==> src/rtl/audio_rec_play_ctrl_if.sv <==
// Buffer-side port of the record/playback controller: write and read strobes,
// data and address-reset pulses toward the SDRAM FIFO controller.
interface audio_rec_play_ctrl_if #(
    parameter int DATA_W = 16
);
    logic              wr_en;
    logic [DATA_W-1:0] wr_data;
    logic              wr_load;
    logic              rd_en;
    logic [DATA_W-1:0] rd_data;
    logic              rd_load;

    modport master (
        output wr_en, wr_data, wr_load, rd_en, rd_load,
        input  rd_data
    );

    modport slave (
        input  wr_en, wr_data, wr_load, rd_en, rd_load,
        output rd_data
    );
endinterface

==> src/rtl/audio_rec_play_ctrl.sv <==
// Record/playback sequencer between the codec rx/tx path and the SDRAM FIFO.
// Frames are serialised into CHANNELS consecutive buffer words, ch0 first.
//
// state  | meaning
// -------+---------------------------------------------------------------
// S_IDLE | waiting for record key (priority) or a play request
// S_REC  | record key held; each rx event writes one frame burst
// S_PLAY | each tx event reads one frame burst into dac_data
module audio_rec_play_ctrl #(
    parameter int                  DATA_W     = 16,
    parameter int                  CHANNELS   = 2,
    parameter int                  FRAME_W    = 24,
    parameter logic [FRAME_W-1:0]  MAX_FRAMES = 24'd480000
) (
    input  logic                         clk,
    input  logic                         rst,
    input  logic                         mem_ready,
    input  logic                         record_key,
    input  logic                         play_key,
    input  logic                         loop_en,
    input  logic                         rx_done,
    input  logic                         tx_done,
    input  logic [CHANNELS*DATA_W-1:0]   adc_data,
    output logic [CHANNELS*DATA_W-1:0]   dac_data,
    audio_rec_play_ctrl_if.master        buf_if,
    output logic [1:0]                   state,
    output logic                         rec_full,
    output logic [FRAME_W-1:0]           rec_len
);
    localparam int BEAT_W = (CHANNELS > 1) ? $clog2(CHANNELS) : 1;
    localparam logic [BEAT_W-1:0] LAST_BEAT = BEAT_W'(CHANNELS - 1);

    typedef enum logic [1:0] {
        S_IDLE = 2'd0,
        S_REC  = 2'd1,
        S_PLAY = 2'd2
    } state_t;

    logic mem_ready_d0, mem_ready_d1;
    logic record_key_d0, record_key_d1;
    logic play_key_d0, play_key_d1;
    logic rx_d0, rx_d1;
    logic tx_d0, tx_d1;
    logic pos_rx, pos_tx, neg_play;

    state_t             st, st_nxt;
    logic [BEAT_W-1:0]  beat, beat_nxt;
    logic [FRAME_W-1:0] frame_cnt, frame_cnt_nxt;
    logic [FRAME_W-1:0] play_cnt, play_cnt_nxt;
    logic [FRAME_W-1:0] rec_len_nxt;
    logic               rec_full_nxt;
    logic               wr_en, wr_en_nxt;
    logic [DATA_W-1:0]  wr_data, wr_data_nxt;
    logic               wr_load, wr_load_nxt;
    logic               rd_en, rd_en_nxt;
    logic               rd_load, rd_load_nxt;
    logic               dac_pend, dac_pend_nxt;
    logic [CHANNELS*DATA_W-1:0] dac_nxt;
    logic [DATA_W-1:0]  cap [CHANNELS];
    logic [DATA_W-1:0]  cap_nxt [CHANNELS];
    logic [DATA_W-1:0]  shadow [CHANNELS];
    logic [DATA_W-1:0]  shadow_nxt [CHANNELS];

    always_ff @(posedge clk or posedge rst) begin
        if (rst) begin
            mem_ready_d0  <= 1'b0;
            mem_ready_d1  <= 1'b0;
            record_key_d0 <= 1'b1;
            record_key_d1 <= 1'b1;
            play_key_d0   <= 1'b1;
            play_key_d1   <= 1'b1;
            rx_d0         <= 1'b0;
            rx_d1         <= 1'b0;
            tx_d0         <= 1'b0;
            tx_d1         <= 1'b0;
        end else begin
            mem_ready_d0  <= mem_ready;
            mem_ready_d1  <= mem_ready_d0;
            record_key_d0 <= record_key;
            record_key_d1 <= record_key_d0;
            play_key_d0   <= play_key;
            play_key_d1   <= play_key_d0;
            rx_d0         <= rx_done;
            rx_d1         <= rx_d0;
            tx_d0         <= tx_done;
            tx_d1         <= tx_d0;
        end
    end

    assign pos_rx   = rx_d0 & ~rx_d1;
    assign pos_tx   = tx_d0 & ~tx_d1;
    assign neg_play = ~play_key_d0 & play_key_d1;

    always_ff @(posedge clk or posedge rst) begin
        if (rst) begin
            st        <= S_IDLE;
            beat      <= '0;
            frame_cnt <= '0;
            play_cnt  <= '0;
            rec_len   <= '0;
            rec_full  <= 1'b0;
            wr_en     <= 1'b0;
            wr_data   <= '0;
            wr_load   <= 1'b0;
            rd_en     <= 1'b0;
            rd_load   <= 1'b0;
            dac_pend  <= 1'b0;
            dac_data  <= '0;
            for (int c = 0; c < CHANNELS; c++) begin
                cap[c]    <= '0;
                shadow[c] <= '0;
            end
        end else begin
            st        <= st_nxt;
            beat      <= beat_nxt;
            frame_cnt <= frame_cnt_nxt;
            play_cnt  <= play_cnt_nxt;
            rec_len   <= rec_len_nxt;
            rec_full  <= rec_full_nxt;
            wr_en     <= wr_en_nxt;
            wr_data   <= wr_data_nxt;
            wr_load   <= wr_load_nxt;
            rd_en     <= rd_en_nxt;
            rd_load   <= rd_load_nxt;
            dac_pend  <= dac_pend_nxt;
            dac_data  <= dac_nxt;
            for (int c = 0; c < CHANNELS; c++) begin
                cap[c]    <= cap_nxt[c];
                shadow[c] <= shadow_nxt[c];
            end
        end
    end

    always_comb begin
        st_nxt        = st;
        beat_nxt      = beat;
        frame_cnt_nxt = frame_cnt;
        play_cnt_nxt  = play_cnt;
        rec_len_nxt   = rec_len;
        rec_full_nxt  = rec_full;
        wr_en_nxt     = 1'b0;
        wr_data_nxt   = '0;
        wr_load_nxt   = 1'b0;
        rd_en_nxt     = 1'b0;
        rd_load_nxt   = 1'b0;
        dac_pend_nxt  = 1'b0;
        dac_nxt       = dac_data;
        cap_nxt       = cap;
        shadow_nxt    = shadow;

        unique case (st)
            S_IDLE: begin
                if (!record_key_d1 && mem_ready_d1) begin
                    st_nxt        = S_REC;
                    wr_load_nxt   = 1'b1;
                    frame_cnt_nxt = '0;
                    rec_full_nxt  = 1'b0;
                end else if (neg_play && (rec_len != '0)) begin
                    st_nxt       = S_PLAY;
                    rd_load_nxt  = 1'b1;
                    play_cnt_nxt = '0;
                end
            end

            S_REC: begin
                // A burst in flight always finishes before the key release is honoured.
                if (wr_en) begin
                    if (beat == LAST_BEAT) begin
                        frame_cnt_nxt = frame_cnt + 1'b1;
                        if (frame_cnt_nxt == MAX_FRAMES)
                            rec_full_nxt = 1'b1;
                    end else begin
                        wr_en_nxt   = 1'b1;
                        beat_nxt    = beat + 1'b1;
                        wr_data_nxt = cap[beat_nxt];
                    end
                end else if (record_key_d1) begin
                    st_nxt      = S_IDLE;
                    rec_len_nxt = frame_cnt;
                end else if (pos_rx && (frame_cnt < MAX_FRAMES)) begin
                    for (int c = 0; c < CHANNELS; c++)
                        cap_nxt[c] = adc_data[c*DATA_W +: DATA_W];
                    wr_en_nxt   = 1'b1;
                    beat_nxt    = '0;
                    wr_data_nxt = adc_data[DATA_W-1:0];
                end
            end

            S_PLAY: begin
                if (!record_key_d1) begin
                    st_nxt  = S_IDLE;
                    dac_nxt = '0;
                end else if (neg_play) begin
                    rd_load_nxt  = 1'b1;
                    play_cnt_nxt = '0;
                end else if (rd_en) begin
                    shadow_nxt[beat] = buf_if.rd_data;
                    if (beat == LAST_BEAT) begin
                        dac_pend_nxt = 1'b1;
                    end else begin
                        rd_en_nxt = 1'b1;
                        beat_nxt  = beat + 1'b1;
                    end
                end else if (dac_pend) begin
                    for (int c = 0; c < CHANNELS; c++)
                        dac_nxt[c*DATA_W +: DATA_W] = shadow[c];
                    play_cnt_nxt = play_cnt + 1'b1;
                end else if (play_cnt == rec_len) begin
                    if (loop_en) begin
                        rd_load_nxt  = 1'b1;
                        play_cnt_nxt = '0;
                    end else begin
                        st_nxt  = S_IDLE;
                        dac_nxt = '0;
                    end
                end else if (pos_tx) begin
                    rd_en_nxt = 1'b1;
                    beat_nxt  = '0;
                end
            end

            default: st_nxt = S_IDLE;
        endcase
    end

    assign buf_if.wr_en   = wr_en;
    assign buf_if.wr_data = wr_data;
    assign buf_if.wr_load = wr_load;
    assign buf_if.rd_en   = rd_en;
    assign buf_if.rd_load = rd_load;
    assign state          = st;
endmodule

==> src/flat_wrapper.sv <==
// flat-port wrapper written by rule: the top's interface ports become plain ports
module audio_rec_play_ctrl_flat 
#(
    parameter int                  DATA_W     = 16,
    parameter int                  CHANNELS   = 2,
    parameter int                  FRAME_W    = 24,
    parameter logic [FRAME_W-1:0]  MAX_FRAMES = 24'd480000
)
  (clk, rst, mem_ready, record_key, play_key, loop_en, rx_done, tx_done, adc_data, dac_data, state, rec_full, rec_len, buf_if_wr_en, buf_if_wr_data, buf_if_wr_load, buf_if_rd_en, buf_if_rd_load, buf_if_rd_data);
  audio_rec_play_ctrl_if #(.DATA_W(DATA_W)) buf_if_i ();
  input  logic clk;
  input  logic rst;
  input  logic mem_ready;
  input  logic record_key;
  input  logic play_key;
  input  logic loop_en;
  input  logic rx_done;
  input  logic tx_done;
  input  logic [CHANNELS*DATA_W-1:0] adc_data;
  output logic [CHANNELS*DATA_W-1:0] dac_data;
  output logic [1:0] state;
  output logic rec_full;
  output logic [FRAME_W-1:0] rec_len;
  output wire logic [$bits(buf_if_i.wr_en)-1:0] buf_if_wr_en;
  output wire logic [$bits(buf_if_i.wr_data)-1:0] buf_if_wr_data;
  output wire logic [$bits(buf_if_i.wr_load)-1:0] buf_if_wr_load;
  output wire logic [$bits(buf_if_i.rd_en)-1:0] buf_if_rd_en;
  output wire logic [$bits(buf_if_i.rd_load)-1:0] buf_if_rd_load;
  input wire logic [$bits(buf_if_i.rd_data)-1:0] buf_if_rd_data;
  assign buf_if_wr_en = buf_if_i.wr_en;
  assign buf_if_wr_data = buf_if_i.wr_data;
  assign buf_if_wr_load = buf_if_i.wr_load;
  assign buf_if_rd_en = buf_if_i.rd_en;
  assign buf_if_rd_load = buf_if_i.rd_load;
  assign buf_if_i.rd_data = buf_if_rd_data;
  audio_rec_play_ctrl #(.DATA_W(DATA_W), .CHANNELS(CHANNELS), .FRAME_W(FRAME_W), .MAX_FRAMES(MAX_FRAMES)) u_core (.clk(clk), .rst(rst), .mem_ready(mem_ready), .record_key(record_key), .play_key(play_key), .loop_en(loop_en), .rx_done(rx_done), .tx_done(tx_done), .adc_data(adc_data), .dac_data(dac_data), .buf_if(buf_if_i), .state(state), .rec_full(rec_full), .rec_len(rec_len));
endmodule
==> config.mk <==
export PLATFORM = sky130hd
export DESIGN_NAME = audio_rec_play_ctrl_flat
export DESIGN_NICKNAME = d
export VERILOG_FILES = /design/src/rtl/audio_rec_play_ctrl_if.sv /design/src/rtl/audio_rec_play_ctrl.sv /design/src/flat_wrapper.sv
export SDC_FILE = /design/constraint.sdc
export NUM_CORES = 1
export LEC_CHECK = 0
export CORE_MARGIN = 2
export CORE_UTILIZATION = 54
export CTS_CLUSTER_SIZE = 14
export DETAILED_ROUTE_END_ITERATION = 10
export PLACE_DENSITY = 0.87
export SETUP_SLACK_MARGIN = 0.05
export SLEW_MARGIN = 40
export SYNTH_ARGS = -nofsm -noshare
export SYNTH_HDL_FRONTEND = slang
export SYNTH_SLANG_ARGS = --single-unit
==> constraint.sdc <==
create_clock -name clk -period 7.05 [get_ports clk]
set_clock_uncertainty 0.05 [all_clocks]
set_input_delay 1.41 -clock clk [delete_from_list [all_inputs] [get_ports clk]]
set_output_delay 1.41 -clock clk [all_outputs]
set_load 0.01 [all_outputs]
==> flow_summary.ini <==
[worst_hold_path]
min-delay-start = u_core.mem_ready_d0$_DFF_PP0_
hp-class = register to register

[worst_setup_path]
r2r-end = u_core.shadow[13]$_DFFE_PP0P_
crit_family = buffers and inverters
cp_max_fo = 9
r2r-start = u_core.state[0]$_DFFE_PP0P_
crit_path_end = buf_if_rd_en
worstPathCellList = clkdlybuf4s50_1
worstPathArrival_ns = 1.57
crit_buf_inv = 1
start_kind = register
critPathLaunch = u_core.buf_if.rd_en$_DFF_PP0_
cp.depth = 1
rr_worst_depth = 8
critPathSlowestCell = clkdlybuf4s50_1
endpoint_kind = output pin
worstPathRequired_ns = 5.59
critPathMaxStageDelay_ns = 0.64
reg2reg_slack_ns = 4.19
worstSetupPathType = register to output pin

[placement]
port_buffers = 134
place_ws_ns = 3.79
place_congestion = 0.902
dp_hpwl_um = 13900

[layout]
nets = 958
syn_to_final_growth_pct = 25.0
fillers = 1095
layout_common_cells = dfrtp_1 (183), clkdlybuf4s50_1 (134), nand2_1 (107)
antennaDiodeCount = 0
layout-drive-gt1-share_pct = 12.8
final_common_cell = dfrtp_1

[clock_tree]
clk_transition_reported_paths_ns = 0.07
cts_tree = done
cts_setup_buffers = 0
cts.sinks = 187
cts_root_buffer = clkbuf_16
cts_buffers = 17
cts_resized = 0
clock_latency_ns = 0.44
cts_buffer_depth = 2
htreeDepth = 4
cts_hold_buf = 0

[drt]
drt_wl_total_um = 20700
postRouteAntennaNets = 0
first_pass_iters = 5
via_per_inst = 5.96
avgRoutedWirePerCell_um = 18.5
drc = 0
vias = 6676
drt_iter0_drc = 747

[logic_synthesis]
netlist_area_um2 = 8520
synth_seq_cells = 187
ys_types = 49
synthCells = 778
synth_top_cell_by_area = dfrtp_1
syn_area_per_cell_um2 = 11.0
yosysSeqAreaShare_pct = 55.0
synthesis.nets = 840
ys_warn_count = 0
synthTopCellsByArea = dfrtp_1 (54%), mux2_2 (7.3%), a22o_1 (5.3%), nand2_1 (4.7%), xor2_1 (3.3%)
synth_top_area_share_pct = 53.7

[sta]
max_slew_margin_pct = 44.0
fmax_mhz = 330
worst_pin_slew_ns = 0.838
rsz0062_at_grt = no
setup-tns-final_ns = 0
drv_slew = 0
hold_viol_final = 0
min_period_over_period_pct = 43.0
period_needed_ns = 3.03
fin_ws_ns = 4.02
setup_viol = 0

[global_route]
grt_pass1_vias = 6331
grt_max_degree = 77
grt_use_total_pct = 25.0
antenna_found_initial = 0
grt_pass1_wl_um = 32600
grt_overflow_total = 0

[die]
rows = 45
die_y_um = 130
die_w_um = 130
start_util_pct = 55.7
dieArea_um2 = 16800
io_pins = 135
core_um2 = 15300

[power_and_ir_drop]
leakage_nw = 5.08
max-vdd-ir-drop_mv = 0.192
powerDensity_nw_per_um2 = 225

[outcome]
status = complete, no violations

[flow_run]
cap_violations = 0
-- stage by stage --
| stage | power, mW | util [%] | hold slack [ns] | area (µm²) | instances |
|---|---|---|---|---|---|
| 2_1_floorplan | 1.35 | - | 0.281 | 8520 | 778 |
| 3_3_place_gp | 1.44 | 65.6 | 0.283 | 10000 | 1088 |
| 3_5_place_dp | 1.45 | 65.6 | 0.286 | 10000 | 1088 |
| 4_1_cts | 2.41 | 69.6 | 0.307 | 10700 | 1120 |
| 5_1_grt | 2.48 | 69.6 | 0.315 | 10700 | 1120 |
| 6_report | 2.40 | 69.6 | 0.307 | 10700 | 1120 |
-- routing by layer --
| layer | global-route usage [%] | wire length, µm | up-vias |
|---|---|---|---|
| met3 | 5.62 | 1080 | 51 |
| met5 | 0 | 0 | - |
| met4 | 9.17 | 505 | 0 |
| met2 | 40.3 | 10300 | 263 |
| met1 | 33.4 | 8850 | 3278 |
| li1 | - | - | 3084 |
-- cells in the mapped netlist (all sizes together) --
cell type  count
dfstp          4
nor3           7
a21o           4
a311oi         1
dfrtp        183
clkbuf        38
nand4         16
nor4          37
o311ai         1
mux2          55
inv            8
a211o         25
a211oi         1
o21bai         1
a2bb2oi        3
a31oi          1
o31ai         10
o21a           1
and4           6
nand2        107
or4            2
nor4b          1
or2            7
o21ai         36
nand2b         7
buf            7
nor3b          1
and2           3
nor2          24
a31o           1
or3            5
or4b           1
nor2b          3
clkinv         1
nand3b         3
o22ai          3
ha             6
nand3         24
a21oi         13
xor2          32
o211ai         3
xnor2          4
and3          29
a22o          52
nand4b         1
-- worst min path at each step --
stage,endpoint,slack (ns),cells after the start
after floorplan,u_core.mem_ready_d1$_DFF_PP0_,0.28,0
after global placement,u_core.mem_ready_d1$_DFF_PP0_,0.28,0
after detailed placement,u_core.mem_ready_d1$_DFF_PP0_,0.29,0
after CTS,u_core.mem_ready_d1$_DFF_PP0_,0.31,0
after global routing,u_core.mem_ready_d1$_DFF_PP0_,0.31,0
final,u_core.mem_ready_d1$_DFF_PP0_,0.31,0
-- kinds of logic (layout without fill, tap and decap cells) --
| family | after synthesis | count (layout) | share of synthesized area (%) |
|---|---|---|---|
| DFF | 187 | 187 | 55.0 |
| adders and majority gates | 6 | 6 | 0.881 |
| and+or+nand+nor | 284 | 284 | 17.0 |
| xor gates and xnor gates | 36 | 36 | 3.70 |
| muxes | 55 | 55 | 7.27 |
| buffers and inverters | 54 | 185 | 2.64 |
| AOI/OAI and AO/OA | 156 | 156 | 13.6 |
-- state kept, by name, summed over array words and instances (netlist names), 2 cells and up --
register               count
u_core.state               2
u_core.frame_cnt          24
u_core.cap                16
u_core.shadow             32
u_core.buf_if.wr_data     16
u_core.dac_data           32
u_core.play_cnt           24
u_core.rec_len            24
-- final cells by class --
| type | count | area (µm²) | area share (%) |
|---|---|---|---|
| well taps | 211 | 264 | 2.48 |
| clock inverters | 15 | 179 | 1.68 |
| inverters | 9 | 38.8 | 0.364 |
| clock buffers | 17 | 425 | 3.99 |
| repair buffers | 144 | 1420 | 13.3 |
| multi-input cells | 537 | 3650 | 34.2 |
| flip-flops and latches | 187 | 4680 | 44.0 |
-- power by group --
part | switching, mW | internal [mW] | leakage, nW
Combinational | 0.136 | 0.132 | 2.32
Clock | 0.454 | 0.507 | 0.294
Sequential | 0.0345 | 1.13 | 2.47
-- worst reg2reg max path: stages, from the launching register on --
cell and delay, ns:
dfrtp_1 0.43, inv_1 0.09, ha_1 0.34, nand2_1 0.21
nor2_1 0.10, nand3_1 0.51, clkinv_1 0.67, nand2_1 0.26
nand2_1 0.07
Note: power is estimated with default switching activity, not from simulation.
